$ cat src/rtl/seq_bit_serializer.sv
// Parallel-to-serial front end: accepts WIDTH-bit words over valid/ready and
// emits one bit per clock, with a one-word holding register for gap-free streaming.
module seq_bit_serializer #(
  parameter int WIDTH     = 8,
  parameter bit MSB_FIRST = 1'b1,
  parameter bit IDLE_BIT  = 1'b0
) (
  input  logic             clk,
  input  logic             reset,
  input  logic [WIDTH-1:0] in_data,
  input  logic             in_valid,
  output logic             in_ready,
  output logic             bit_out,
  output logic             bit_valid,
  output logic             busy,
  output logic             underrun
);

  localparam int CNT_W = (WIDTH > 2) ? $clog2(WIDTH) : 1;
  localparam logic [CNT_W-1:0] LAST_CNT = CNT_W'(WIDTH - 1);
  localparam int OUT_IDX = MSB_FIRST ? (WIDTH - 1) : 0;

  typedef enum logic {
    ST_IDLE  = 1'b0,
    ST_SHIFT = 1'b1
  } state_t;

  state_t           state_reg, state_next;
  logic [WIDTH-1:0] sreg_reg, sreg_next;
  logic [CNT_W-1:0] cnt_reg, cnt_next;
  logic [WIDTH-1:0] hold_reg, hold_next;
  logic             hold_full_reg, hold_full_next;
  logic             underrun_reg, underrun_next;

  logic [WIDTH-1:0] sreg_shifted;
  logic             transfer;
  logic             last_bit;

  // Shift one position toward the output end, filling the far end with zero.
  genvar gi;
  generate
    for (gi = 0; gi < WIDTH; gi++) begin : g_shift
      if (MSB_FIRST) begin : g_msb
        if (gi == 0) begin : g_fill
          assign sreg_shifted[gi] = 1'b0;
        end else begin : g_move
          assign sreg_shifted[gi] = sreg_reg[gi-1];
        end
      end else begin : g_lsb
        if (gi == WIDTH - 1) begin : g_fill
          assign sreg_shifted[gi] = 1'b0;
        end else begin : g_move
          assign sreg_shifted[gi] = sreg_reg[gi+1];
        end
      end
    end
  endgenerate

  assign transfer = in_valid && !hold_full_reg;
  assign last_bit = (cnt_reg == LAST_CNT);

  always_ff @(posedge clk or negedge reset) begin
    if (!reset) begin
      state_reg     <= ST_IDLE;
      sreg_reg      <= '0;
      cnt_reg       <= '0;
      hold_reg      <= '0;
      hold_full_reg <= 1'b0;
      underrun_reg  <= 1'b0;
    end else begin
      state_reg     <= state_next;
      sreg_reg      <= sreg_next;
      cnt_reg       <= cnt_next;
      hold_reg      <= hold_next;
      hold_full_reg <= hold_full_next;
      underrun_reg  <= underrun_next;
    end
  end

  always_comb begin
    state_next     = state_reg;
    sreg_next      = sreg_reg;
    cnt_next       = cnt_reg;
    hold_next      = hold_reg;
    hold_full_next = hold_full_reg;
    underrun_next  = 1'b0;

    case (state_reg)
      ST_IDLE: begin
        if (transfer) begin
          sreg_next  = in_data;
          cnt_next   = '0;
          state_next = ST_SHIFT;
        end
      end
      ST_SHIFT: begin
        if (!last_bit) begin
          sreg_next = sreg_shifted;
          cnt_next  = cnt_reg + CNT_W'(1);
          if (transfer) begin
            hold_next      = in_data;
            hold_full_next = 1'b1;
          end
        end else if (hold_full_reg) begin
          // Queued word drains; in_ready is low here so no load can coincide.
          sreg_next      = hold_reg;
          hold_full_next = 1'b0;
          cnt_next       = '0;
        end else if (transfer) begin
          sreg_next = in_data;
          cnt_next  = '0;
        end else begin
          sreg_next     = sreg_shifted;
          cnt_next      = '0;
          state_next    = ST_IDLE;
          underrun_next = 1'b1;
        end
      end
      default: begin
        state_next = ST_IDLE;
      end
    endcase
  end

  assign in_ready  = !hold_full_reg;
  assign busy      = (state_reg == ST_SHIFT);
  assign bit_valid = busy;
  assign bit_out   = (state_reg == ST_SHIFT) ? sreg_reg[OUT_IDX] : IDLE_BIT;
  assign underrun  = underrun_reg;

endmodule
$ cat config.mk
export PLATFORM = sky130hd
export DESIGN_NAME = seq_bit_serializer
export DESIGN_NICKNAME = d
export VERILOG_FILES = /design/src/rtl/seq_bit_serializer.sv
export SDC_FILE = /design/constraint.sdc
export NUM_CORES = 1
export LEC_CHECK = 0
export CAP_MARGIN = 20
export CORE_MARGIN = 2
export CORE_UTILIZATION = 35
export DETAILED_ROUTE_END_ITERATION = 12
export SYNTH_ARGS = -nofsm -noshare
export SYNTH_HDL_FRONTEND = slang
export SYNTH_SLANG_ARGS = --single-unit
$ cat constraint.sdc
create_clock -name clk -period 2.29 [get_ports clk]
set_input_delay 0.458 -clock clk [delete_from_list [all_inputs] [get_ports clk]]
set_output_delay 0.458 -clock clk [all_outputs]
set_load 0.05 [all_outputs]
Word-level counts from Yosys, hierarchy flattened. Cells that the tools add are included.

Output and inout bits: 5. Input bits: 11. Word-level logic and storage cells: 35. Register bits after elaboration: 22.

Bitwise gates (word level): 2. Equality and inequality tests: 2. Add/sub/neg operators: 1. Mux-type cells: 19. Reductions and logical operators: 5.

Operators with widths (count): $mux 8 (4); $pmux 8 s2 (1); $mux 1 (10); $mux 3 (2); $pmux 3 s2 (1); $add 3x1->3 const B (1); $eq 3x3->1 const B (1); $reduce_and 3->1 (1); $ne 2x2->1 const B (1); $not 1->1 (2); $pmux 1 s2 (1); $reduce_and 2->1 (1); $reduce_bool 2->1 (1); $logic_and 1x1->1 (1); $logic_not 1->1 (1).

Logic depth before layout (Yosys ltp).
Depth after elaboration: 6. Mapped depth: 6. Gate-level depth less buffers: 5.

Worst setup path after synthesis. OpenSTA, ideal clock, no wires.

Path type: flip-flop to output port. Start: register state_reg, in the netlist bit_valid. End: output bit_out. Stages on the path, launching flop included: 4. Path buffers: 2. Data arrival time: 1649 ps. Path slack: 183 ps. Path through: dfrtp_1 -> buf_2 -> clkbuf_1 -> and2_1.

Cells in the longest elaborated chain, start to end: 1.

RTL lines: from (decl) (RTL line 28) `state_t state_reg, state_next;`; from (signal assigned) (RTL line 71) `state_reg <= state_next;`; $mux 1 (RTL line 128) `assign bit_out = (state_reg == ST_SHIFT) ? sreg_reg[OUT_IDX] : IDLE_BIT;`; to (decl) (RTL line 13) `output logic bit_out,`.

Every way passes these cells.

Worst setup path after layout.
Start: register underrun_reg, in the netlist underrun. End: output underrun.

RTL lines: from (decl) (RTL line 33) `logic underrun_reg, underrun_next;`; from (signal assigned) (RTL line 76) `underrun_reg <= underrun_next;`; to (decl) (RTL line 16) `output logic underrun`.

No word-level cell between the ends.

==> metrics.md <==
| Metric | Value |
|---|---|
| Final HPWL DP | `1690 um` |
| Total track usage | `15.5%` |
| Routed vias/inst | `5.28` |
| Post-route ant nets | `0` |
| Drt pass-1 iters | `4` |
| Iter 0 DRT Violations | `26` |
| Sw Ratio | `38.9%` |
| Cell variety after synth | `28` |
| Final setup violation count | `0` |
| Largest net degree at the start of global routing | `34` |
| Worst-path cell chain | `clkdlybuf4s50_1` |
| Max Cap Violations | `0` |
| Fillers | `302` |
| RSZ-0062 raised after global routing | `false` |
| Top Ports | `16` |
| Layout Cells excl Fill | `161` |
| Post-Syn Area per Cell | `10.8 um^2` |
| Logic pwr share | `45.6%` |
| Cts bufs inserted | `3` |
| Die Wd | `60.9 um` |
| R2r worst-path depth | `4` |
| Final Cycle Share | `82.3%` |
| P&R area growth vs syn | `20.3%` |
| Synth warn | `0` |
| Wire per inst | `15.3 um` |
| Row count | `20` |
| Hold Buf Count CTS | `0` |
| Register area share after synthesis | `48.6%` |
| Setup TNS | `0 ns` |
| Die H | `60.9 um` |
| Worst Tran Pin Value | `0.630 ns` |
| GP Congestion | `0.686` |
| Final wirelength | `2470 um` |
| Worst setup slack after layout | `0.405 ns` |
| Fin nets | `133` |
| Syn Nets | `119` |
| Sequential Power Share | `42.9%` |
| Register area | `551 um^2` |
| Multi-input logic area | `527 um^2` |
| Mapped Area | `1130 um^2` |
| Clock share of power | `11.5%` |
| Static leakage | `0.615 nW` |
| Via Count | `850` |
| Data arrival, critical path | `1.43 ns` |
| Post-cts resize count | `0` |
| Initial Util | `36.8%` |
| Remaining DRCs | `0` |
| Clk sinks | `22` |
| Routed met2 length | `1180 um` |
| Die Area | `3710 um^2` |
| Net switching power | `594 uW` |
| Fin. max-slew vios | `0` |
| Worst setup path class | `reg -> out` |
| Metal-1 WL | `1190 um` |
| Fin crit period | `1.88 ns` |
| Cells after DPL | `158` |
| CTS tree | `built` |
| Power per Cell Area | `1120 nW/um^2` |
| Top sig layer | `met4` |
| WL met3 | `73 um` |
| Worst R2R Setup Slack | `0.50 ns` |
| Root Driver | `clkbuf_4` |
| Commonest non-fill, non-tap cell in the layout | `dfrtp_1` |
| Flops & latches, synth | `22` |
| Post-CTS Setup Inserts | `0` |
| Buffers and inverters on the worst path | `1` |
| Hold Slack | `0.486 ns` |
| Clk_skew | `0.00752 ns` |
| CTS Buffer Depth | `2` |
| Fmax | `0.531 GHz` |
| Final Hold Viols | `0` |
| Clock transition at path regs | `0.12 ns` |
| Maximum VDD drop | `0.465 mV` |
| Cell Int Power | `932 uW` |
| Core Util, Final | `44.3%` |
| Critical register-to-register path endpoint | `hold_reg[5]$_DFFE_PN0P_` |
| ANT cells | `0` |
| Critical Path Source Type | `register` |
| CP delay by family, top | `buffers and inverters` |
| Synthesized instance count | `105` |
| Max-slew headroom | `58.0%` |
| IO buf count | `15` |
| Critical path required time | `1.83 ns` |
| Pre-CTS setup slack | `0.227 ns` |
| Outcome | `completed` |
| Depth of the CTS H-tree | `1` |
| Max incr delay on CP | `0.79 ns` |
| Commonest cells after routing, fill and taps aside | `22 x dfrtp_1, 11 x clkdlybuf4s50_1, 8 x nand2_1, 8 x nand3_1` |
| Initial antenna violation count | `0` |
| Core area | `3080 um^2` |
| CP max FO | `1` |
| Clk_lat worst skew | `0.31 ns` |
| Hold Crit Class | `in -> async` |
| CP endpoint kind | `output port` |
| Vias in the first global route | `899` |
| First-pass GRT wire length | `4170 um` |
| Total gr overflow | `0` |
| FF-to-FF Start | `cnt_reg[0]$_DFFE_PN0P_` |
| Share of cells above drive strength 1 | `15.4%` |
| Cell at the slowest stage of the critical path | `clkdlybuf4s50_1` |
cell families (layout without fill, tap and decap cells):
| kind of cell | Yosys count | after routing | share of synthesized area [%] |
|---|---|---|---|
| simple gates | 31 | 31 | 16.8 |
| fa+ha+maj | 3 | 3 | 3.32 |
| buf+inv | 11 | 23 | 4.86 |
| flops | 22 | 22 | 48.6 |
| mux | 13 | 13 | 12.4 |
| compound gates | 25 | 25 | 14.0 |
power groups by stage:
| stage | Clock (mW) | Combinational (mW) | Sequential [mW] |
|---|---|---|---|
| floorplan | 0 | 0.536 | 0.626 |
| global placement | 0 | 0.678 | 0.657 |
| detailed placement | 0 | 0.704 | 0.664 |
| CTS | 0.182 | 0.705 | 0.655 |
| global route | 0.196 | 0.778 | 0.680 |
| finish | 0.175 | 0.696 | 0.655 |
synthesized netlist by cell type:
cell type | instances | area share [%]
o21ai_1 | 1 | 0.44
buf_4 | 3 | 2.0
a21oi_1 | 2 | 0.88
dfrtp_1 | 22 | 49
or3_1 | 1 | 0.55
a21boi_0 | 1 | 0.66
mux2_1 | 1 | 0.99
nand3_1 | 8 | 3.5
nor2b_1 | 1 | 0.55
clkbuf_1 | 4 | 1.3
nand2b_1 | 1 | 0.55
a31oi_1 | 5 | 2.8
nand2_1 | 8 | 2.7
inv_1 | 2 | 0.66
mux2_2 | 7 | 7.0
a2bb2oi_1 | 1 | 0.77
o21ai_0 | 7 | 3.1
o2bb2ai_1 | 1 | 0.77
and2_1 | 1 | 0.55
and3_1 | 2 | 1.1
nor3_4 | 1 | 1.4
o211ai_1 | 7 | 4.6
and3b_1 | 2 | 1.5
ha_1 | 3 | 3.3
mux2i_1 | 5 | 4.4
nor3_1 | 1 | 0.44
and4_1 | 5 | 3.9
buf_2 | 2 | 0.88
stage by stage:
step                power, mW  instance area (um^2)
floorplan                1.16                  1130
global placement         1.33                  1340
detailed placement       1.37                  1340
CTS                      1.54                  1360
global route             1.65                  1360
finish                   1.53                  1360
cell type report:
class	count	share of cell area, %
Tap cell	44	4.04
Clock buffer	3	1.65
Multi-Input combinational cell	72	38.7
Sequential cell	22	40.4
Inverter	2	0.551
Timing Repair Buffer	18	14.7
worst max path at each step:
| stage | startpoint | to | slack, ns | cells after the start |
|---|---|---|---|---|
| global placement | in_valid | sreg_reg[1]$_DFFE_PN0P_ | 0.28 | 5 |
| global route | hold_full_reg$_DFFE_PN0P_ | sreg_reg[5]$_DFFE_PN0P_ | 0.32 | 3 |
| CTS | underrun$_DFF_PN0_ | underrun | 0.38 | 1 |
| finish | underrun$_DFF_PN0_ | underrun | 0.41 | 1 |
| floorplan | bit_valid$_DFF_PN0_ | bit_out | 0.18 | 3 |
| detailed placement | in_valid | sreg_reg[7]$_DFFE_PN0P_ | 0.23 | 5 |
layer usage:
| layer | GRT usage [%] | vias up |
|---|---|---|
| met1 | 21.2 | 425 |
| met5 | 0 | - |
| li1 | - | 412 |
| met4 | 8.39 | 0 |
| met2 | 23.5 | 11 |
| met3 | 2.56 | 2 |
Power figures use the tool's default switching activity.
